<file path="src/rtl/apb_ram_arbiter.sv">
// apb_ram_arbiter: two-master (m0 = sampler, m1 = computer) to one-slave APB
// arbiter in front of the shared RAM. Round-robin grant; each granted transfer
// is replayed to the slave as a clean SETUP/ACCESS pair while the other master
// stalls with pready low.
// Optional build macro APB_ARB_TIMEOUT_EN adds an ACCESS-phase watchdog
// (TIMEOUT cycles) that completes the transfer with pslverr and exposes the
// m0_pslverr / m1_pslverr ports.
module apb_ram_arbiter #(
  parameter int unsigned ADDR_W  = 8,
  parameter int unsigned DATA_W  = 32,
  parameter int unsigned TIMEOUT = 16
) (
  input  logic              pclk,
  input  logic              presetn,
  // master 0 (sampler)
  input  logic              m0_psel,
  input  logic              m0_penable,
  input  logic              m0_pwrite,
  input  logic [ADDR_W-1:0] m0_paddr,
  input  logic [DATA_W-1:0] m0_pwdata,
  output logic              m0_pready,
  output logic [DATA_W-1:0] m0_prdata,
  // master 1 (computer)
  input  logic              m1_psel,
  input  logic              m1_penable,
  input  logic              m1_pwrite,
  input  logic [ADDR_W-1:0] m1_paddr,
  input  logic [DATA_W-1:0] m1_pwdata,
  output logic              m1_pready,
  output logic [DATA_W-1:0] m1_prdata,
  // slave (shared RAM)
  output logic              s_psel,
  output logic              s_penable,
  output logic              s_pwrite,
  output logic [ADDR_W-1:0] s_paddr,
  output logic [DATA_W-1:0] s_pwdata,
  input  logic              s_pready,
  input  logic [DATA_W-1:0] s_prdata,
`ifdef APB_ARB_TIMEOUT_EN
  output logic              m0_pslverr,
  output logic              m1_pslverr,
`endif
  output logic [1:0]        gnt
);

  typedef enum logic [1:0] {
    ST_IDLE   = 2'd0,
    ST_SETUP  = 2'd1,
    ST_ACCESS = 2'd2
  } state_e;

  state_e     state_q, state_d;
  logic [1:0] gnt_q, gnt_d;
  // index of the master served most recently; 1 after reset so m0 wins the first tie
  logic       last_q, last_d;

  logic       tout;       // watchdog expiry in the current ACCESS cycle
  logic       done;       // current ACCESS cycle completes the transfer
  logic       ok_beat;    // completion with real slave data

  // penable is not part of the request; arbitration uses psel only
  logic       unused_penable;
  assign unused_penable = m0_penable ^ m1_penable;

  // TIMEOUT of zero leaves no ACCESS cycle in which the watchdog could fire
  if (TIMEOUT == 0) begin : g_bad_timeout
    $error("apb_ram_arbiter: TIMEOUT must be at least 1");
  end

`ifdef APB_ARB_TIMEOUT_EN
  localparam int unsigned CNT_W = (TIMEOUT < 2) ? 1 : $clog2(TIMEOUT);

  logic [CNT_W-1:0] cnt_q, cnt_d;

  // watchdog counter: cleared on entry to SETUP, counts stalled ACCESS cycles
  always_comb begin
    cnt_d = cnt_q;
    if (state_q == ST_IDLE && state_d == ST_SETUP) begin
      cnt_d = '0;
    end else if (state_q == ST_ACCESS && !s_pready && !tout) begin
      cnt_d = cnt_q + 1'b1;
    end
  end

  // watchdog register
  always_ff @(posedge pclk or negedge presetn) begin
    if (!presetn) begin
      cnt_q <= '0;
    end else begin
      cnt_q <= cnt_d;
    end
  end

  assign tout = (state_q == ST_ACCESS) && !s_pready &&
                (cnt_q == CNT_W'(TIMEOUT - 1));
`else
  assign tout = 1'b0;
`endif

  assign ok_beat = (state_q == ST_ACCESS) && s_pready;
  assign done    = ok_beat || tout;

  // arbiter state, grant and round-robin pointer registers
  always_ff @(posedge pclk or negedge presetn) begin
    if (!presetn) begin
      state_q <= ST_IDLE;
      gnt_q   <= '0;
      last_q  <= 1'b1;
    end else begin
      state_q <= state_d;
      gnt_q   <= gnt_d;
      last_q  <= last_d;
    end
  end

  // next-state, grant selection and round-robin update
  always_comb begin
    state_d = state_q;
    gnt_d   = gnt_q;
    last_d  = last_q;
    unique case (state_q)
      ST_IDLE: begin
        gnt_d = '0;
        if (m0_psel && m1_psel) begin
          gnt_d = last_q ? 2'b01 : 2'b10;
        end else if (m0_psel) begin
          gnt_d = 2'b01;
        end else if (m1_psel) begin
          gnt_d = 2'b10;
        end
        if (m0_psel || m1_psel) begin
          state_d = ST_SETUP;
        end
      end
      ST_SETUP: begin
        state_d = ST_ACCESS;
      end
      ST_ACCESS: begin
        // a master dropping psel here does not cancel the slave transfer
        if (done) begin
          state_d = ST_IDLE;
          gnt_d   = '0;
          last_d  = gnt_q[1];
        end
      end
      default: begin
        state_d = ST_IDLE;
        gnt_d   = '0;
      end
    endcase
  end

  // slave-side control and granted-master address/data/direction mux
  always_comb begin
    s_psel    = (state_q != ST_IDLE);
    s_penable = (state_q == ST_ACCESS);
    s_pwrite  = 1'b0;
    s_paddr   = '0;
    s_pwdata  = '0;
    if (state_q != ST_IDLE) begin
      if (gnt_q[1]) begin
        s_pwrite = m1_pwrite;
        s_paddr  = m1_paddr;
        s_pwdata = m1_pwdata;
      end else if (gnt_q[0]) begin
        s_pwrite = m0_pwrite;
        s_paddr  = m0_paddr;
        s_pwdata = m0_pwdata;
      end
    end
  end

  // master-side completion: only the granted master ever sees pready/prdata,
  // and read data is forwarded solely in the completing cycle (never latched)
  always_comb begin
    m0_pready = done && gnt_q[0];
    m1_pready = done && gnt_q[1];
    m0_prdata = '0;
    m1_prdata = '0;
    if (ok_beat && gnt_q[0]) begin
      m0_prdata = s_prdata;
    end
    if (ok_beat && gnt_q[1]) begin
      m1_prdata = s_prdata;
    end
  end

`ifdef APB_ARB_TIMEOUT_EN
  assign m0_pslverr = tout && gnt_q[0];
  assign m1_pslverr = tout && gnt_q[1];
`endif

  assign gnt = gnt_q;

endmodule

</file>
<file path="config.mk">
export PLATFORM = sky130hd
export DESIGN_NAME = apb_ram_arbiter
export DESIGN_NICKNAME = d
export VERILOG_FILES = /design/src/rtl/apb_ram_arbiter.sv
export SDC_FILE = /design/constraint.sdc
export NUM_CORES = 1
export LEC_CHECK = 0
export CAP_MARGIN = 20
export CORE_AREA = 4 4 88 90
export DETAILED_ROUTE_END_ITERATION = 10
export DIE_AREA = 0 0 92 94
export DONT_BUFFER_PORTS = 1
export MAX_ROUTING_LAYER = met4
export SKIP_LAST_GASP = 1
export SLEW_MARGIN = 40
export SYNTH_ARGS = -nofsm -noshare
export SYNTH_HDL_FRONTEND = slang
export SYNTH_SLANG_ARGS = --single-unit
</file>
<file path="constraint.sdc">
create_clock -name pclk -period 4.12 [get_ports pclk]
set_clock_uncertainty 0.15 [all_clocks]
set_input_delay 0.412 -clock pclk [delete_from_list [all_inputs] [get_ports pclk]]
set_output_delay 0.412 -clock pclk [all_outputs]
set_load 0.01 [all_outputs]
</file>
==> impl_results.md, run 1 <==
* Grt ovf at 0
* Tmin final at approximately 2.6 ns
* All-layer global routing usage at 12.88%
* Distinct cells, synth at 18
* Worst Path Required at about 3.6 ns
* Min-delay src: m1_psel
* Starting density of the core at between 15 and 20%
* Worst-skew pair later-pin latency at approximately 0.23 ns
* Max Freq at between 0.3 and 0.4 GHz
* Filler cells at approximately 800
* Multi-input gate area at just under 1000 um2
* Critical path capture point type: primary output
* Post-CTS Resized at 0
* Peak supply drop at between 0.0002 and 0.0003 V
* Worst r2r dst: last_q
* Net Switching at approximately 500 uW
* Die height at approximately 94 um
* Vias at 1480
* Clk slew on worst S/H paths at around 0.04 ns
* Initial DRC count at 76
* First-pass GRT wire length at 8266 um
* PD cells at around 620 nW/um2
* Fin nets at 306
* Final wirelength at roughly 6000 um
* Boundary pin count at approximately 230
* Sink Count at 5
* Syn_area_per_cell at ~6.4 um2
* Die X at around 90 um
* Die ar. at 8648 um2
* FF+latch count, synth at 5
* Critical-path maximum fanout at 47
* Final setup viols at 0
* R2R setup slack at 2.45 ns
* Gate power share at between 70% and 80%
* Critical R2R Launch: gnt[1]
* CTS Root Cell: clkbuf_8
* Min-Delay Path Depth at 2
* Sequential Power Share at 12.7%
* CP Launch Type: register
* WP data arrival at 2.05 ns
* Worst-Margin Slew at between 0.5 and 0.6 ns
* CTS buffer count at 3
* RSZ-0062 raised after global routing: false
* Initial antenna violation count at 1
* Synthesized Nets at between 300 and 400
* Hold path endpoint: state_q[0]
* Leak at between 0.0005 and 0.0006 uW
* CTS H-tree depth at 1
* Status: complete, no violations
* GP Congestion at 0.7644
* DRT Pass-1 Iters at 4
* Vias in the first global route at approximately 1400
* Warnings from Yosys at 0
* Setup CP Type: register to primary output
* Wire per inst at between 20 and 25 um
* Worst R2R Path Depth at 3
* Pin count of the biggest net entering global routing at 48
* Final max-slew violation count at 0
* TritonCTS clock tree: built
* Area grow syn2layout at 9.338%
* I/O Buffers at 0
* Switching share of total power at about three fifths
* Internal at 340.0 uW
* Core area at around 7000 um2
* Post-DR vias/cell at 5.193
* Fin crit share at approximately 63%
* Post-Synthesis Cells at ~200
* Hold Crit Class: input port to register
* Setup TNS at 0 ns
* DRC at 0
* Syn Std Cell Area at roughly 1200 um2
* Max-cap violations at 0
* Max transition margin at between 60% and 70%
* Hold_ws at around 0.18 ns
* Rows at 31
* DRT antenna net count at 0
* Seq/Total Area, Yosys at a little over 10%
* Post-DP HPWL at around 5300 um
* Hold Fails Final Rpt at 0
* Clock Path Buffers at 2
* Clock share of power at between 10% and 20%
* Total Power at roughly 840 uW
* Sequential Area at between 100 and 150 um2
* Layout cells sized above 1 at ~6.5%
==> how the worst max path moves through the flow <==
| stage | startpoint | endpoint | depth (start not counted) |
|---|---|---|---|
| detailed placement | gnt[1] | m1_prdata[8] | 4 |
| floorplan | state_q[1] | m1_prdata[23] | 6 |
| global route | gnt[1] | m1_prdata[2] | 4 |
| global placement | gnt[1] | m1_prdata[8] | 4 |
| finish | gnt[1] | m1_prdata[8] | 4 |
| CTS | gnt[1] | m1_prdata[8] | 4 |
==> placed cells by master, fill, tap and decap left out, drive strengths merged <==
cell type / n
dlygate4sd3: 1
a21oi: 1
nor2b: 3
buf: 4
a21o: 2
nor2: 43
nand2: 5
a22oi: 40
dfrtp: 4
and2: 64
and3: 2
diode: 2
clkbuf: 4
nand3b: 1
nand3: 6
inv: 2
dfstp: 1
nand2b: 1
==> power by group through the flow <==
stage | Clock, uW | Sequential [uW] | Combinational, uW
final | 93.0 | 107 | 643
after CTS | 93.9 | 107 | 660
after floorplan | 0 | 97.0 | 529
after detailed placement | 0 | 108 | 655
after global routing | 101 | 111 | 728
after global placement | 0 | 106 | 599
==> cell usage after synthesis <==
| master | count | area share (%) |
|---|---|---|
| and2_1 | 64 | 32 |
| nor2_1 | 43 | 13 |
| a22oi_1 | 40 | 24 |
| buf_2 | 10 | 4.0 |
| clkbuf_1 | 6 | 1.8 |
| nand3_1 | 6 | 2.4 |
| buf_6 | 5 | 4.5 |
| nand2_1 | 5 | 1.5 |
| dfrtp_1 | 4 | 8.0 |
| a21o_1 | 2 | 1.2 |
| and3_1 | 2 | 1.0 |
| inv_1 | 2 | 0.60 |
| nor2b_1 | 2 | 1.0 |
| a21oi_1 | 1 | 0.40 |
| dfstp_2 | 1 | 2.1 |
| nand2b_1 | 1 | 0.50 |
| nand3b_1 | 1 | 0.60 |
| nor2b_4 | 1 | 1.1 |
==> stage by stage <==
step | utilization [%] | area [um2] | worst slack, ns | instances
2_1_floorplan | - | 1246 | 2.343 | 196
3_3_place_gp | 18.04 | 1274 | 1.790 | 277
3_5_place_dp | 18.43 | 1301 | 1.695 | 278
4_1_cts | 19.21 | 1356 | 1.455 | 283
5_1_grt | 19.30 | 1363 | 1.294 | 285
6_report | 19.30 | 1363 | 1.512 | 285
==> logic make-up after synthesis <==
family | Yosys count | share of synthesized area, %
and+or+nand+nor | 125 | 53.21
buffers and inverters | 23 | 10.94
DFF | 5 | 10.14
AOI/OAI and AO/OA | 43 | 25.70
==> state kept, by name, indices dropped and copies added, names as in the netlist <==
name	count
gnt	2
last_q	1
state_q	2
==> final cells by class <==
cell class                      instances  share of cell area (%)
Antenna cell                            2                  0.3673
Multi-Input combinational cell        168                   73.00
Tap cell                               99                   9.091
Sequential cell                         5                   9.275
Timing Repair Buffer                    5                   4.408
Inverter                                2                  0.5510
Clock buffer                            4                   3.306
==> critical path, stage by stage (launching register included) <==
cell     delay (ns)
dfrtp_1        0.31
buf_4          0.39
and3_1         0.62
buf_4          0.28
and2_1         0.20
==> what timing repair did <==
action | in CTS | in global routing
setup endpoints to repair | 0 | 0
endpoints found under the hold margin | 5 | 0
hold buffers | 1 | 0
setup buffers | 0 | 0
==> metal layers <==
metal  GRT usage (%)  vias up  part of all wire [%]
met4           3.465        0                  0.98
met3           4.407        4                    13
met5               -        -                     0
met1           14.16      692                    36
li1                -      641                     -
met2           22.32      143                    50
No activity file was read; power rests on OpenSTA's default activity.
==> run 2: changes to the inputs <==
- clock period: 4.12 -> 2.2 ns (I/O delays scaled with it)
==> run 2 against run 1 <==
Global-route usage increased by 0.38 points. Combinational power increased by 120%. Largest power group unchanged. Count of clock-buffer cells in the layout unchanged. Core utilization is 2.8 points higher.
==> impl_results.md, run 2 (synthesis gave the netlist of run 1 again) <==
* Status: complete, no violations (unchanged)
* M2 GR Usage at 22.87% (was 22.32%)
* Post-CTS Setup Inserts at 0 (unchanged)
* Critical path capture point type: primary output (unchanged)
* Hold_ws at 0.005502 ns (was 0.1774 ns)
* Worst-skew pair later-pin latency at 0.22 ns (was 0.23 ns)
* Gate power share at 79.4% (was 76.3%)
* CTS H-tree depth at 1 (unchanged)
* Area grow syn2layout at 25.10% (was 9.338%)
* Commonest non-fill, non-tap cells in the layout: 64 x and2_1, 42 x nor2_1, 40 x a22oi_1 (unchanged)
* Fin nets at 330 (was 306)
* Wire per inst at 19.94 um (was 21.16 um)
* Peak supply drop at 0.0003333 V (was 0.0002862 V)
* Layout cells sized above 1 at 15.87% (was 6.522%)
* Most common cell after layout, fill and taps aside: and2_1 (unchanged)
* Critical-path maximum fanout at 28 (was 47)
* Die X at 92 um (unchanged)
* Clock Path Buffers at 2 (unchanged)
* Max transition margin at 72.89% (was 60.76%)
* Internal at 788.1 uW (was 340.0 uW)
* Worst setup margin at 0.2488 ns (was 1.512 ns)
* Net Switching at 969.2 uW (was 503.8 uW)
* Post-CTS Resized at 0 (unchanged)
* Hold Fails Final Rpt at 0 (unchanged)
* WP data arrival at 1.58 ns (was 2.05 ns)
* Grt ovf at 0 (unchanged)
* First-pass GRT wire length at 8542 um (was 8266 um)
* Die ar. at 8648 um2 (unchanged)
* Hold Crit Class: input port to register (unchanged)
* Filler cells at 818 (was 789)
* PD cells at 1127 nW/um2 (was 619.3 nW/um2)
* Met1 usage at 14.92% (was 14.16%)
* Pre-CTS WS at 0.4485 ns (was 1.695 ns)
* DRT Pass-1 Iters at 4 (unchanged)
* Post-DP HPWL at 5445 um (was 5256 um)
* Initial DRC count at 48 (was 76)
* Die height at 94 um (unchanged)
* Grt met3 use at 3.285% (was 4.407%)
* TritonCTS clock tree: built (unchanged)
* Multi-input gate area at 993.5 um2 (was 994.7 um2)
* Final setup viols at 0 (unchanged)
* Max-cap violations at 0 (unchanged)
* Sink Count at 5 (unchanged)
* CTS Root Cell: clkbuf_8 (unchanged)
* Clk slew on worst S/H paths at 0.03 ns (was 0.04 ns)
* DRC at 0 (unchanged)
* Switching share of total power at 55.15% (was 59.71%)
* CTS Hold Bufs at 3 (was 1)
* Worst Path Required at 1.83 ns (was 3.56 ns)
* Rows at 31 (unchanged)
* Pin count of the biggest net entering global routing at 45 (was 48)
* I/O Buffers at 0 (unchanged)
* Max Freq at slightly above 0.5 GHz
* Vias at 1547 (was 1480)
* All-layer global routing usage at 13.26% (was 12.88%)
* Boundary pin count at 232 (unchanged)
* Starting density of the core at 17.65% (unchanged)
* Clock share of power at 9.7% (was 11.0%)
* Tmin final at about 2.0 ns
* CTS buffer count at 3 (unchanged)
* Vias in the first global route at 1453 (was 1389)
* CP Launch Type: register (unchanged)
* GP Congestion at 0.7211 (was 0.7644)
* Setup TNS at 0 ns (unchanged)
* RSZ-0062 raised after global routing: false (unchanged)
* Final max-slew violation count at 0 (unchanged)
* Leak at 0.0006639 uW (was 0.0005351 uW)
* Worst-Margin Slew at 0.4067 ns (was 0.5886 ns)
* Sequential Power Share at 10.9% (was 12.7%)
* Initial antenna violation count at 1 (unchanged)
* DRT antenna net count at 0 (unchanged)
* Grt peak-use layer: met2 (unchanged)
* Post-DR vias/cell at 5.039 (was 5.193)
* # diodes at 0 (was 2)
* Core area at 7059 um2 (unchanged)
* Setup CP Type: register to primary output (unchanged)
* Final wirelength at 6122 um (was 6031 um)
* Fin crit share at about 90%
* Sequential Area at 126.4 um2 (unchanged)
==> run 2: cell count changes in the layout (fill, tap and decap cells not counted), sizes merged <==
cell / before / now
buf: 4 / 26
diode: 2 / 0
dlygate4sd3: 1 / 3
==> run 2: worst paths after layout <==
path,from,to,slack [ns],cells after the start
hold reg to reg,last_q,last_q,0.38,1
max in group asynchronous,presetn,last_q,1.48,1
min in group asynchronous,presetn,state_q[1],0.15,1
hold / removal,m1_psel,gnt[1],0.006,2
setup / recovery,state_q[1],m0_prdata[8],0.25,4
setup reg to reg,state_q[0],state_q[0],0.74,4
==> run 2: stage by stage <==
stage	area [um2]	total power [uW]	std cells	util (%)
after floorplan	1246	1173	196	-
after global placement	1484	1574	300	21.02
after detailed placement	1484	1613	300	21.02
after CTS	1559	1795	307	22.08
after global routing	1559	1942	307	22.08
final	1559	1757	307	22.08
==> run 2: power groups by stage <==
stage | registers [uW] | logic, uW | clock network, uW
detailed placement | 193 | 1420 | 0
global placement | 189 | 1380 | 0
finish | 191 | 1390 | 171
CTS | 192 | 1430 | 176
floorplan | 182 | 991 | 0
global route | 199 | 1560 | 184
==> run 2: final cells by class <==
type / count / area share, %
Tap cell: 99 / 7.945
Inverter: 2 / 0.4815
Sequential cell: 5 / 8.106
Multi-Input combinational cell: 168 / 63.72
Clock buffer: 4 / 2.889
Timing Repair Buffer: 29 / 16.85
==> run 2: metal layers <==
metal  vias to the layer above  share of wire, %
li1                        682                 -
met1                       713                35
met2                       147                51
met3                         5                12
met4                         0               1.4
met5                         -                 0
==> run 2: critical path: stages (launching register included) <==
cell     delay (ns)
dfrtp_1        0.40
nor2b_4        0.28
and3_1         0.23
buf_4          0.23
and2_1         0.21
==> run 3: changes to the inputs <==
- clock period: 2.2 -> 1.8 ns (I/O delays scaled with it)
==> run 3 against run 2 <==
Flip-flop and latch count is the same. First-iteration DRC count fell by 13%. Sequential share of layout area fell by 0.68 points. Cell count grew 3.3%. Clock power increased by 24%. Routed wire length increased by 4.0%. Non-clock buffer count is 9 higher. Global-route usage increased by 0.19 points. Register-to-register slack got worse by 0.20 ns. Via count rose by 1.9%. Largest cell class unchanged.
==> impl_results.md, run 3 (synthesis gave the netlist of run 1 again) <==
* Die ar. at 8648 um2 (unchanged)
* Critical path capture point type: primary output (unchanged)
* RSZ-0062 raised after global routing: true (was false)
* Hold Fails Final Rpt at 0 (unchanged)
* Clock share of power at 8.8% (was 9.7%)
* Worst Path Required at 1.47 ns (was 1.83 ns)
* Filler cells at 798 (was 818)
* Tmin final at approximately 1.7 ns
* Final max-slew violation count at 0 (unchanged)
* Clock Path Buffers at 2 (unchanged)
* Placed Instances at 302 (was 300)
* Pin count of the biggest net entering global routing at 45 (unchanged)
* Worst-Margin Slew at 0.2651 ns (was 0.4067 ns)
* Post-DP HPWL at 5420 um (was 5445 um)
* Gate power share at 81.6% (was 79.4%)
* Rows at 31 (unchanged)
* Fin crit share at between 90% and 100%
* Clk slew on worst S/H paths at 0.04 ns (was 0.03 ns)
* Worst setup margin at 0.06334 ns (was 0.2488 ns)
* Die X at 92 um (unchanged)
* Area grow syn2layout at 39.26% (was 25.10%)
* CTS buffer count at 3 (unchanged)
* Initial antenna violation count at 0 (was 1)
* DRC at 0 (unchanged)
* Vias at 1577 (was 1547)
* CTS Root Cell: clkbuf_8 (unchanged)
* DRT Pass-1 Iters at 4 (unchanged)
* PD cells at 1391 nW/um2 (was 1127 nW/um2)
* Max Freq at ~0.58 GHz
* DRT antenna net count at 0 (unchanged)
* Wire per inst at 20.08 um (was 19.94 um)
* Most common cell after layout, fill and taps aside: and2_1 (unchanged)
* CP Launch Type: register (unchanged)
* Post-DR vias/cell at 4.975 (was 5.039)
* Max-cap violations at 0 (unchanged)
* Initial DRC count at 42 (was 48)
* Starting density of the core at 17.65% (unchanged)
* Leak at 0.0007370 uW (was 0.0006639 uW)
* Switching share of total power at 51.84% (was 55.15%)
* Net Switching at 1252 uW (was 969.2 uW)
* Max transition margin at 82.27% (was 72.89%)
* Commonest non-fill, non-tap cells in the layout: 49 x and2_1, 40 x a22oi_1, 39 x nor2_1 (was 64 x and2_1, 42 x nor2_1, 40 x a22oi_1)
* Multi-input gate area at 1050 um2 (was 993.5 um2)
* All-layer global routing usage at 13.45% (was 13.26%)
* Fin cells at 317 (was 307)
* Setup CP Type: register to primary output (unchanged)
* Sequential Power Share at 9.7% (was 10.9%)
* Vias in the first global route at 1455 (was 1453)
* Final setup viols at 0 (unchanged)
* Die height at 94 um (unchanged)
* Hold_ws at 0.01011 ns (was 0.005502 ns)
* CTS H-tree depth at 1 (unchanged)
* TritonCTS clock tree: built (unchanged)
* Worst-skew pair later-pin latency at 0.23 ns (was 0.22 ns)
* WP data arrival at 1.41 ns (was 1.58 ns)
* Hold Crit Class: input port to register (unchanged)
* Sink Count at 5 (unchanged)
* Status: complete, no violations (unchanged)
* Sequential Area at 128.9 um2 (was 126.4 um2)
* GP Congestion at 0.7194 (was 0.7211)
* Core area at 7059 um2 (unchanged)
* Peak supply drop at 0.0004358 V (was 0.0003333 V)
* Pre-CTS WS at 0.2169 ns (was 0.4485 ns)
* Internal at 1163 uW (was 788.1 uW)
* I/O Buffers at 0 (unchanged)
* Critical-path maximum fanout at 29 (was 28)
* First-pass GRT wire length at 8542 um (unchanged)
* Layout cells sized above 1 at 28.57% (was 15.87%)
* Boundary pin count at 232 (unchanged)
* Grt ovf at 0 (unchanged)
* Fin nets at 339 (was 330)
* Final wirelength at 6364 um (was 6122 um)
-- run 3: cell types whose count changed in the layout (fill, tap and decap cells not counted), sizes merged --
| cell | previous run | this run |
|---|---|---|
| clkbuf | 4 | 5 |
| dlygate4sd3 | 3 | 5 |
| diode | 0 | 1 |
| buf | 26 | 32 |
-- run 3: final cells by class --
class | count | share of cell area, %
Tap cell | 99 | 7.138
Multi-Input combinational cell | 168 | 60.49
Antenna cell | 1 | 0.1442
Sequential cell | 5 | 7.426
Clock buffer | 4 | 2.596
Timing Repair Buffer | 38 | 21.77
Inverter | 2 | 0.4326
-- run 3: routing by layer --
layer	share of wire, %	vias up	GRT usage, %
li1	-	704	-
met1	35	724	14.54
met3	12	5	4.006
met5	0	-	-
met4	1.4	0	4.827
met2	52	144	23.48
-- run 3: worst max-delay path: stages, from the launching register on --
cell and delay (ns):
dfrtp_2 0.43, nor2b_4 0.15, and3_2 0.24, buf_12 0.16
and2_1 0.20
-- run 3: stage by stage --
step / total power, uW / area [um2] / util, % / TNS [ns]
after floorplan: 1434 / 1246 / - / 0
after global placement: 2013 / 1524 / 21.59 / 0
after detailed placement: 2052 / 1524 / 21.59 / 0
after CTS: 2280 / 1619 / 22.94 / -1.045
after global routing: 2655 / 1733 / 24.55 / -0.01897
final: 2414 / 1735 / 24.58 / 0
-- run 3: power by group through the flow --
stage	Sequential, uW	Combinational (uW)	Clock (uW)
2_1_floorplan	222	1210	0
3_3_place_gp	230	1780	0
3_5_place_dp	236	1820	0
4_1_cts	234	1830	216
5_1_grt	243	2190	224
6_report	233	1970	212
-- run 3: worst paths after layout --
| path | startpoint | endpoint | slack [ns] | cells after the start |
|---|---|---|---|---|
| setup / recovery | state_q[0] | m1_prdata[6] | 0.06 | 4 |
| hold / removal | s_pready | state_q[1] | 0.01 | 2 |
| setup reg to reg | state_q[1] | last_q | 0.54 | 4 |
| hold reg to reg | last_q | last_q | 0.38 | 1 |
| max in group asynchronous | presetn | last_q | 1.12 | 1 |
| min in group asynchronous | presetn | state_q[1] | 0.11 | 1 |
-- run 3: what timing repair did --
item,CTS,global route
hold buffers,5,0
buffers inserted,0,4
pin swaps,0,2
hold endpoints to repair,9,0
resized for setup,0,24
setup endpoints to repair,61,77
cloned,0,1
